`src/rtl/hazard_ctrl_seq_if.sv`:
```
// hazard_ctrl_seq_if: ID/EX hazard inputs and pipeline-control outputs
// master = pipeline side, slave = hazard controller.
interface hazard_ctrl_seq_if #(
  parameter int AW    = 5,
  parameter int CNT_W = 32
);
  logic [AW-1:0]    rs1_id;
  logic [AW-1:0]    rs2_id;
  logic             rs1_used_id;
  logic             rs2_used_id;
  logic [AW-1:0]    rd_ex;
  logic             load_ex;
  logic             branch_id;
  logic             branch_taken_ex;
  logic             stall_pc;
  logic             stall_ifid;
  logic             bubble_idex;
  logic             kill_ifid;
  logic             busy;
  logic [CNT_W-1:0] stall_cnt;
  logic [CNT_W-1:0] flush_cnt;

  modport master (
    output rs1_id, rs2_id, rs1_used_id, rs2_used_id,
    output rd_ex, load_ex, branch_id, branch_taken_ex,
    input  stall_pc, stall_ifid, bubble_idex, kill_ifid,
    input  busy, stall_cnt, flush_cnt
  );

  modport slave (
    input  rs1_id, rs2_id, rs1_used_id, rs2_used_id,
    input  rd_ex, load_ex, branch_id, branch_taken_ex,
    output stall_pc, stall_ifid, bubble_idex, kill_ifid,
    output busy, stall_cnt, flush_cnt
  );
endinterface

```
`src/rtl/hazard_ctrl_seq.sv`:
```
// hazard_ctrl_seq: sequential load-use / branch hazard controller.
// Define HAZARD_PERF_EN to build the stall/flush performance counters.
module hazard_ctrl_seq #(
  parameter int AW           = 5,
  parameter int LOAD_USE_CYC = 1,
  parameter int BR_WAIT_CYC  = 1,
  parameter int CNT_W        = 32
) (
  input logic clk,
  input logic reset,
  hazard_ctrl_seq_if.slave hif
);

  typedef enum logic [1:0] {
    IDLE,
    LDSTALL,
    BRWAIT,
    BRRES
  } state_t;

  localparam logic [2:0] LU_INIT = 3'(LOAD_USE_CYC - 1);
  localparam logic [2:0] BR_INIT = 3'(BR_WAIT_CYC - 1);

  state_t     state_q;
  state_t     state_d;
  logic [2:0] cnt_q;
  logic [2:0] cnt_d;
  logic       hz;
  logic       rs1_hit;
  logic       rs2_hit;
  logic       st_pc;
  logic       st_ifid;
  logic       bub;
  logic       kill;
  logic       bsy;

  // x0 and unused operands never produce a hazard
  always_comb begin
    rs1_hit = hif.rs1_used_id & (hif.rs1_id == hif.rd_ex);
    rs2_hit = hif.rs2_used_id & (hif.rs2_id == hif.rd_ex);
    hz = hif.load_ex & (hif.rd_ex != '0)
       & (rs1_hit | rs2_hit);
  end

  // state and bubble counter register
  always_ff @(posedge clk) begin
    if (reset) begin
      state_q <= IDLE;
      cnt_q   <= 3'd0;
    end else begin
      state_q <= state_d;
      cnt_q   <= cnt_d;
    end
  end

  // next state: load-use wins over branch in IDLE
  always_comb begin
    state_d = state_q;
    cnt_d   = cnt_q;
    unique case (state_q)
      IDLE: begin
        if (hz) begin
          if (LOAD_USE_CYC > 1) begin
            state_d = LDSTALL;
            cnt_d   = LU_INIT;
          end
        end else if (hif.branch_id) begin
          if (BR_WAIT_CYC > 1) begin
            state_d = BRWAIT;
            cnt_d   = BR_INIT;
          end else begin
            state_d = BRRES;
          end
        end
      end
      LDSTALL: begin
        cnt_d = cnt_q - 3'd1;
        if (cnt_q == 3'd1) state_d = IDLE;
      end
      BRWAIT: begin
        cnt_d = cnt_q - 3'd1;
        if (cnt_q == 3'd1) state_d = BRRES;
      end
      BRRES: begin
        state_d = IDLE;
      end
      default: begin
        state_d = IDLE;
        cnt_d   = 3'd0;
      end
    endcase
  end

  // control outputs: zero-cycle response in IDLE, forced off in reset
  always_comb begin
    st_pc   = 1'b0;
    st_ifid = 1'b0;
    bub     = 1'b0;
    kill    = 1'b0;
    bsy     = 1'b0;
    if (!reset) begin
      bsy = (state_q != IDLE);
      unique case (state_q)
        IDLE: begin
          if (hz) begin
            st_pc   = 1'b1;
            st_ifid = 1'b1;
            bub     = 1'b1;
          end else if (hif.branch_id) begin
            st_pc = 1'b1;
            kill  = 1'b1;
          end
        end
        LDSTALL: begin
          st_pc   = 1'b1;
          st_ifid = 1'b1;
          bub     = 1'b1;
        end
        BRWAIT: begin
          st_pc = 1'b1;
          kill  = 1'b1;
        end
        BRRES: begin
          kill = hif.branch_taken_ex;
        end
        default: begin
          bsy = 1'b0;
        end
      endcase
    end
  end

  assign hif.stall_pc    = st_pc;
  assign hif.stall_ifid  = st_ifid;
  assign hif.bubble_idex = bub;
  assign hif.kill_ifid   = kill;
  assign hif.busy        = bsy;

`ifdef HAZARD_PERF_EN
  logic [CNT_W-1:0] stall_q;
  logic [CNT_W-1:0] flush_q;
  logic             flush_ev;

  assign flush_ev = (state_q == BRRES) & hif.branch_taken_ex;

  // free-running wrap-around event counters
  always_ff @(posedge clk) begin
    if (reset) begin
      stall_q <= '0;
      flush_q <= '0;
    end else begin
      if (st_pc) stall_q <= stall_q + 1'b1;
      if (flush_ev) flush_q <= flush_q + 1'b1;
    end
  end

  assign hif.stall_cnt = reset ? '0 : stall_q;
  assign hif.flush_cnt = reset ? '0 : flush_q;
`else
  assign hif.stall_cnt = '0;
  assign hif.flush_cnt = '0;
`endif

endmodule
```
`src/flat_wrapper.sv`:
```
// flat-port wrapper written by rule: the top's interface ports become plain ports
module hazard_ctrl_seq_flat 
#(
  parameter int AW           = 5,
  parameter int LOAD_USE_CYC = 1,
  parameter int BR_WAIT_CYC  = 1,
  parameter int CNT_W        = 32
)
  (clk, reset, hif_rs1_id, hif_rs2_id, hif_rs1_used_id, hif_rs2_used_id, hif_rd_ex, hif_load_ex, hif_branch_id, hif_branch_taken_ex, hif_stall_pc, hif_stall_ifid, hif_bubble_idex, hif_kill_ifid, hif_busy, hif_stall_cnt, hif_flush_cnt);
  hazard_ctrl_seq_if #(.AW(AW), .CNT_W(CNT_W)) hif_i ();
  input logic clk;
  input logic reset;
  input wire logic [$bits(hif_i.rs1_id)-1:0] hif_rs1_id;
  input wire logic [$bits(hif_i.rs2_id)-1:0] hif_rs2_id;
  input wire logic [$bits(hif_i.rs1_used_id)-1:0] hif_rs1_used_id;
  input wire logic [$bits(hif_i.rs2_used_id)-1:0] hif_rs2_used_id;
  input wire logic [$bits(hif_i.rd_ex)-1:0] hif_rd_ex;
  input wire logic [$bits(hif_i.load_ex)-1:0] hif_load_ex;
  input wire logic [$bits(hif_i.branch_id)-1:0] hif_branch_id;
  input wire logic [$bits(hif_i.branch_taken_ex)-1:0] hif_branch_taken_ex;
  output wire logic [$bits(hif_i.stall_pc)-1:0] hif_stall_pc;
  output wire logic [$bits(hif_i.stall_ifid)-1:0] hif_stall_ifid;
  output wire logic [$bits(hif_i.bubble_idex)-1:0] hif_bubble_idex;
  output wire logic [$bits(hif_i.kill_ifid)-1:0] hif_kill_ifid;
  output wire logic [$bits(hif_i.busy)-1:0] hif_busy;
  output wire logic [$bits(hif_i.stall_cnt)-1:0] hif_stall_cnt;
  output wire logic [$bits(hif_i.flush_cnt)-1:0] hif_flush_cnt;
  assign hif_i.rs1_id = hif_rs1_id;
  assign hif_i.rs2_id = hif_rs2_id;
  assign hif_i.rs1_used_id = hif_rs1_used_id;
  assign hif_i.rs2_used_id = hif_rs2_used_id;
  assign hif_i.rd_ex = hif_rd_ex;
  assign hif_i.load_ex = hif_load_ex;
  assign hif_i.branch_id = hif_branch_id;
  assign hif_i.branch_taken_ex = hif_branch_taken_ex;
  assign hif_stall_pc = hif_i.stall_pc;
  assign hif_stall_ifid = hif_i.stall_ifid;
  assign hif_bubble_idex = hif_i.bubble_idex;
  assign hif_kill_ifid = hif_i.kill_ifid;
  assign hif_busy = hif_i.busy;
  assign hif_stall_cnt = hif_i.stall_cnt;
  assign hif_flush_cnt = hif_i.flush_cnt;
  hazard_ctrl_seq #(.AW(AW), .LOAD_USE_CYC(LOAD_USE_CYC), .BR_WAIT_CYC(BR_WAIT_CYC), .CNT_W(CNT_W)) u_core (.clk(clk), .reset(reset), .hif(hif_i));
endmodule
```
`config.mk`:
```
export PLATFORM = sky130hd
export DESIGN_NAME = hazard_ctrl_seq_flat
export DESIGN_NICKNAME = d
export VERILOG_FILES = /design/src/rtl/hazard_ctrl_seq_if.sv /design/src/rtl/hazard_ctrl_seq.sv /design/src/flat_wrapper.sv
export SDC_FILE = /design/constraint.sdc
export NUM_CORES = 1
export LEC_CHECK = 0
export ABC_CLOCK_PERIOD_IN_PS = 4750
export CAP_MARGIN = 15
export CORE_ASPECT_RATIO = 0.5
export CORE_MARGIN = 2
export CORE_UTILIZATION = 25
export DETAILED_ROUTE_END_ITERATION = 10
export GPL_TIMING_DRIVEN = 0
export HOLD_SLACK_MARGIN = 0.08
export MAX_ROUTING_LAYER = met4
export PLACE_DENSITY_LB_ADDON = 0.12
export SLEW_MARGIN = 25
export SYNTH_ARGS = -nofsm -noshare
export SYNTH_HDL_FRONTEND = slang
export SYNTH_SLANG_ARGS = --single-unit
```
`constraint.sdc`:
```
create_clock -name clk -period 4.75 [get_ports clk]
set_input_delay 1.425 -clock clk [delete_from_list [all_inputs] [get_ports clk]]
set_output_delay 1.425 -clock clk [all_outputs]
set_load 0.02 [all_outputs]
```
# ---- Yosys cells after proc, flatten, opt, wreduce, memory -nomap -nowiden
# Cells that the tools add are included.
dict set report totals {
  input_bits 22
  output_inout_bits 69
  ff_bits 5
  wordCells 39
}
dict set report classes {
  n_reduce_logical 5
  bitwise 5
  add_sub_neg 1
  n_eq_ne 10
  muxes 16
}
# op count
set op_table {}
lappend op_table {{$eq 5x5->1} 2}
lappend op_table {{$mux 1} 8}
lappend op_table {{$mux 2} 4}
lappend op_table {{$pmux 2 s4} 1}
lappend op_table {{$reduce_bool 5->1} 1}
lappend op_table {{$and 1x1->1} 4}
lappend op_table {{$eq 2x2->1 const B} 2}
lappend op_table {{$ne 2x1->1 const B} 2}
lappend op_table {{$ne 2x2->1 const B} 2}
lappend op_table {{$pmux 1 s2} 2}
lappend op_table {{$reduce_and 4->1} 1}
lappend op_table {{$eq 3x1->1 const B} 1}
lappend op_table {{$pmux 1 s3} 1}
lappend op_table {{$sub 3x1->3 const B} 1}
lappend op_table {{$eq 2x1->1 const B} 1}
lappend op_table {{$logic_not 2->1} 1}
lappend op_table {{$reduce_bool 2->1} 1}
lappend op_table {{$reduce_or 2->1} 1}
lappend op_table {{$or 1x1->1} 1}

# ---- Depth between registers and ports, before layout
# Gate-level depths: netlist of run 1.
dict set report logic_depth {
  ltp_word 7
  depth_mapped 5
  depth_no_buf 4
}

# ---- Worst setup path before layout of run 1
# OpenSTA, ideal clock, no wires.
dict set report synth_path {
  path_kind {input port to output port}
  start {input hif_rd_ex[1]}
  end {output hif_stall_ifid}
  stages 5
  path_buffers 1
  path_slack_ns 0.743
  t_arrival_ns 2.582
  required_time_ns 3.325
  cell_sequence {or4_1 -> o21ai_2 -> inv_1 -> and3_1 -> buf_4}
}
dict set report synth_between {
  elab_chain_cells 7
  elab_cells_between_ends 11
  classes_between {eq/ne: 2; mux: 3; bitwise: 5; reduce/logical: 1}
}
# element line_no
set synth_lines {}
lappend synth_lines {{start, declared} flat_wrapper.sv:17} ;# input wire logic [$bits(hif_i.rd_ex)-1:0] hif_rd_ex;
lappend synth_lines {{$eq 5x5->1, on equally long branches} {hazard_ctrl_seq.sv:39, hazard_ctrl_seq.sv:40}}
lappend synth_lines {{$and 1x1->1, on equally long branches} {hazard_ctrl_seq.sv:39, hazard_ctrl_seq.sv:40}}
lappend synth_lines {{$or 1x1->1} hazard_ctrl_seq.sv:42} ;# & (rs1_hit | rs2_hit);
lappend synth_lines {{$and 1x1->1 *} hazard_ctrl_seq.sv:42}
lappend synth_lines {{$mux 1 *} n/a}
lappend synth_lines {{$pmux 1 s2 *} n/a}
lappend synth_lines {{$mux 1 *} n/a}
lappend synth_lines {{end, declared} flat_wrapper.sv:22} ;# output wire logic [$bits(hif_i.stall_ifid)-1:0] hif_stall_ifid;
# Every way passes the cells marked *; elsewhere a longest branch is shown, timed or not.

# ---- Worst setup path in the final report of run 1
dict set report layout_path {
  start {input hif_rd_ex[4]}
  end {output hif_stall_ifid}
}
dict set report layout_between {
  elab_chain_cells 7
  elab_cells_between_ends 11
  classes_between {eq/ne: 2; mux: 3; bitwise: 5; reduce/logical: 1}
}
# element line_no
set layout_lines {}
lappend layout_lines {{$eq 5x5->1, on equally long branches} {hazard_ctrl_seq.sv:39, hazard_ctrl_seq.sv:40}}
lappend layout_lines {{$and 1x1->1, on equally long branches} {hazard_ctrl_seq.sv:39, hazard_ctrl_seq.sv:40}}
lappend layout_lines {{$or 1x1->1} hazard_ctrl_seq.sv:42}
lappend layout_lines {{$and 1x1->1 *} hazard_ctrl_seq.sv:42}
lappend layout_lines {{$mux 1 *} hazard_ctrl_seq.sv:105} ;# if (hz) begin
lappend layout_lines {{$pmux 1 s2 *} hazard_ctrl_seq.sv:103} ;# unique case (state_q)
lappend layout_lines {{$mux 1 *} hazard_ctrl_seq.sv:101} ;# if (!reset) begin
# Marked as above.

==> qor.csv, run 1 <==
metric;value;unit
Yosys reg bits;1;
worst-skew pair later-pin latency;0;ns
first-pass GRT wire length;1640;µm
utilization after layout;47.9;%
antenna violations before repair;0;
layout cells sized above 1;36.6;%
library cells used by synthesis;18;
Layout fillers;273;
Worst EP arrival;3.19;ns
crit path launch type;input port;
largest net degree at the start of global routing;5;
outcome;completed;
final WL;1330;µm
Worst Setup End Kind;output pin;
Synth area leaders;buf_4, xnor2_1, dfxtp_1;
cell area after synthesis;698;µm²
Area Overhead vs Synth;79.7;%
Power Dens Cells;108;mW/mm²
f_max;217;MHz
top-count cell post-synth;buf_4;
grt met3 use;0.431;%
post-synthesis sequential area ratio;2.87;%
Yosys warning count;0;
worst hold path class;reg -> reg;
post-synthesis mux area share;0;%
Post-Synthesis Cells;94;
min cycle time layout;4.61;ns
Synth Area in Adders;0;%
P_leak;0.773;nW
ANT nets after route;0;
share of flip-flops with an asynchronous set or reset;0;%
largest registers;u_core.state_q (1);
number of global-route vias before repair;418;
leading area contributor after synthesis;buf_4;
RSZ-0062 raised after global routing;false;
max incr delay on CP;0.47;ns
# DRC;0;
sequential cell area;20.0;µm²
Net count, final;207;
Starting Density;26.7;%
worst vdd ir;0.0417;mV
Slew Viols, Final;0;
worst clock skew;0;ns
critical path's slowest cell;clkdlybuf4s50_1;
Placed Cells;220;
global route overflow;0;
top post-synthesis cells by count;buf_4, xnor2_1, nand2_1;
part of the cycle the worst path needs;97.2;%
Final setup viols;0;
Req. time, crit path;3.32;ns
worst path cell trace;clkdlybuf4s50_1 -> or4_4 -> o21ai_4 -> inv_1 -> and3_1 -> buf_4 -> dlygate4sd2_1;
Critical path buffers and inverters;4;
XOR/XNOR Fraction of Synth Area;12.5;%
area of the multi-input gates;434;µm²
Die Height;41.4;µm
CP Max Fanout;3;
clock transition at the registers of the reported paths;0;ns
full die area;0.00326;mm²
final std cells w/o fill;220;
final hold vios;0;
core area;0.00262;mm²
I/O Buffers;26;
routability cong.;0.667;
GR Util met2;13.5;%
post-route cell area;0.00125;mm²
GR Util All Layers;6.52;%
DP Area;0.00124;mm²
simple-gate portion of the synthesized area;7.53;%
max FFs per register;1;
antenna fix cells;0;
GRT busiest layer;met2;
Syn Area/Cell;7.43;µm²
WL/cell;6.05;µm
cell row count;13;
drt initial violations;7;
Die Wd;78.7;µm
dpl hpwl;1360;µm
number of max-cap violations;0;
largest family of logic cells by synthesized area;buffers and inverters;
critical path class;in -> out;
setup TNS;0;ns
share of the synthesized area in the top cell type;69.9;%
Pre-antenna DRT Iters;2;
commonest register cell after synthesis;dfxtp_1;
Synth Area in Compound Gates;6.09;%
met1 global-route usage;7.87;%
Vias per Instance;2.78;
number of enable flip-flop cells after synthesis;0;
CP delay by family, top;buffers and inverters;
Biggest register;u_core.state_q;
setup bufs post-CTS;0;
Vias;612;
IO Pins;91;
worst paths after layout:
path,start,to,slack (ns),cells after the start
max reg2reg,u_core.state_q[0],u_core.state_q[0],3.97,3
min,u_core.state_q[0],u_core.state_q[0],0.58,3
max,hif_rd_ex[4],hif_stall_ifid,0.14,7
min reg2reg,u_core.state_q[0],u_core.state_q[0],0.58,3
report_power, final:
part | switching (mW) | total, mW | internal [mW]
Sequential | 0.000332 | 0.00944 | 0.00910
Clock | 0 | 0 | 0
Combinational | 0.0659 | 0.126 | 0.0605
cells in the final DEF, fill, tap and decap left out, drive strengths merged:
| master | count |
|---|---|
| nor3 | 1 |
| conb | 64 |
| nand2 | 3 |
| and3 | 1 |
| o22ai | 1 |
| nor2b | 1 |
| nand4 | 2 |
| dlygate4sd2 | 4 |
| o21ai | 2 |
| or4 | 1 |
| dlymetal6s2s | 3 |
| buf | 65 |
| clkdlybuf4s50 | 19 |
| nor2 | 1 |
| a22o | 1 |
| inv | 1 |
| xnor2 | 10 |
| dfxtp | 1 |
| a32oi | 1 |
| a21oi | 1 |
final cells by class:
class,count,area share (%)
inverter,1,0.299
multi-input combinational,90,34.6
sequential,1,1.60
tap,37,3.69
buffer,65,38.9
timing repair buffer,26,20.9
worst reg2reg max path, stage by stage, from the launching register on:
cell and delay [ns]:
dfxtp_1 0.30, nor2_1 0.20, nand2_1 0.10, a21oi_1 0.11
metrics by stage:
step	setup slack [ns]	hold slack, ns	power [mW]
3_5_place_dp	-0.234	0.589	0.135
6_report	0.135	0.585	0.136
3_3_place_gp	-0.229	0.581	0.134
4_1_cts	-0.0118	0.588	0.134
5_1_grt	0.0256	0.640	0.146
2_1_floorplan	0.743	0.535	0.109
routing by layer:
metal	vias to the layer above	routed length (µm)
met1	223	460
li1	348	-
met4	0	0
met5	-	0
met3	0	186
met2	41	683
cell families after synthesis:
family          count (synthesis)
buf+inv                        66
compound gates                  6
other cells                     1
flops                           1
xor+xnor                       10
simple gates                   10
repair_timing:
item	CTS	global route
hold buffers	0	0
gates cloned	0	0
endpoints found under the setup margin	4	1
gates resized for setup	4	5
pin swaps	0	1
No activity file was read; power rests on OpenSTA's default activity.
==> run 2: changes to the inputs <==
Settings changed: ABC_CLOCK_PERIOD_IN_PS 4750 to 5900, GPL_TIMING_DRIVEN 0 to not set.
Clock period 4.75 ns to 5.9 ns, I/O delays scaled along.
==> qor.csv, run 2 (synthesized netlist as in run 1, its figures left out) <==
metric;value;unit
outcome;completed;
Net count, final;142;
largest registers;u_core.state_q (1);
net load switching power;0.0479;mW
core area;0.00262;mm²
Switching Fraction;62.7;%
global route overflow;0;
Worst EP arrival;3.82;ns
post-cts resize count;0;
Slew Viols, Final;0;
min cycle time layout;5.59;ns
Vias;450;
first-pass GRT wire length;1340;µm
number of max-cap violations;0;
drt initial violations;10;
Final setup viols;0;
combinational share of power;90.1;%
Reg power frac;9.9;%
most common cell after layout, fill and taps aside;conb_1;
internal power;0.0285;mW
final hold vios;0;
Pre-antenna DRT Iters;4;
layout cells sized above 1;0.847;%
Req. time, crit path;4.13;ns
RSZ-0062 raised after global routing;false;
full die area;0.00326;mm²
# DRC;0;
setup bufs post-CTS;0;
max FFs per register;1;
part of the cycle the worst path needs;94.7;%
f_max;179;MHz
final WL;1060;µm
clock transition at the registers of the reported paths;0;ns
clock share of power;0;%
Vias per Instance;2.90;
Worst Setup End Kind;output pin;
worst hold path class;reg -> reg;
worst vdd ir;0.0265;mV
WL/cell;6.84;µm
cell row count;13;
Placement Setup Slack;0.304;ns
Area Overhead vs Synth;7.89;%
I/O Buffers;26;
utilization after layout;28.8;%
critical path class;in -> out;
Biggest register;u_core.state_q;
dpl hpwl;1030;µm
most frequent cells in the layout;conb_1, clkdlybuf4s50_1, xnor2_1, nand2_1, nand4_1;
setup TNS;0;ns
Final WS setup;0.310;ns
worst-skew pair later-pin latency;0;ns
final std cells w/o fill;155;
CP Max Fanout;3;
Placed Cells;155;
routability cong.;0.678;
GR Util All Layers;5.44;%
cts hold-fix bufs;0;
Power Dens Cells;101;mW/mm²
P_leak;0.372;nW
Die Height;41.4;µm
ANT nets after route;0;
crit path launch type;input port;
antenna violations before repair;0;
antenna fix cells;0;
Die Wd;78.7;µm
number of global-route vias before repair;302;
IO Pins;91;
largest net degree at the start of global routing;5;
Starting Density;26.7;%
worst clock skew;0;ns
==> run 2: changes by cell type in the layout (fill, tap and decap cells not counted), sizes merged <==
cell,change
buf,-65
clkdlybuf4s50,+7
dlygate4sd2,-4
dlymetal6s2s,-3
==> run 2: power by group through the flow <==
stage               combinational (mW)  clock (mW)  sequential, mW
global route                    0.0746           0         0.00768
finish                          0.0688           0         0.00758
CTS                             0.0683           0         0.00760
detailed placement              0.0682           0         0.00761
floorplan                       0.0801           0         0.00753
global placement                0.0682           0         0.00763
==> run 2: worst max-delay path: stages <==
cell	delay, ns
clkdlybuf4s50_1	0.47
or4_1	0.58
o21ai_2	0.18
a32oi_1	0.11
o21ai_0	0.08
clkdlybuf4s50_1	0.63
==> run 2: per-layer routing <==
| metal | vias to the layer above | global-route usage (%) | wire length (µm) |
|---|---|---|---|
| met2 | 41 | 12.4 | 561 |
| met4 | 0 | 0 | 0 |
| met3 | 0 | 0 | 138 |
| met1 | 192 | 6.08 | 360 |
| li1 | 217 | - | - |
| met5 | - | - | 0 |
==> run 2: path summary, 6_finish.rpt <==
check,startpoint,end,slack (ns),cells past startpoint
setup / recovery,hif_rd_ex[1],hif_kill_ifid,0.31,6
hold / removal,u_core.state_q[0],u_core.state_q[0],0.58,3
setup reg to reg,u_core.state_q[0],u_core.state_q[0],5.12,3
hold reg to reg,u_core.state_q[0],u_core.state_q[0],0.58,3
==> run 2: cell type report <==
class	instances	area (µm²)
Fill cell	304	1870
Multi-Input combinational cell	90	423
Timing Repair Buffer	26	260
Tap cell	37	46.3
Sequential cell	1	20.0
Inverter	1	3.75
==> run 2: per-stage QoR <==
step	hold WS, ns	total power, mW	cell area [µm²]
floorplan	0.535	0.0877	935
global placement	0.603	0.0758	753
detailed placement	0.593	0.0758	753
CTS	0.592	0.0760	753
global route	0.648	0.0823	753
finish	0.581	0.0764	753
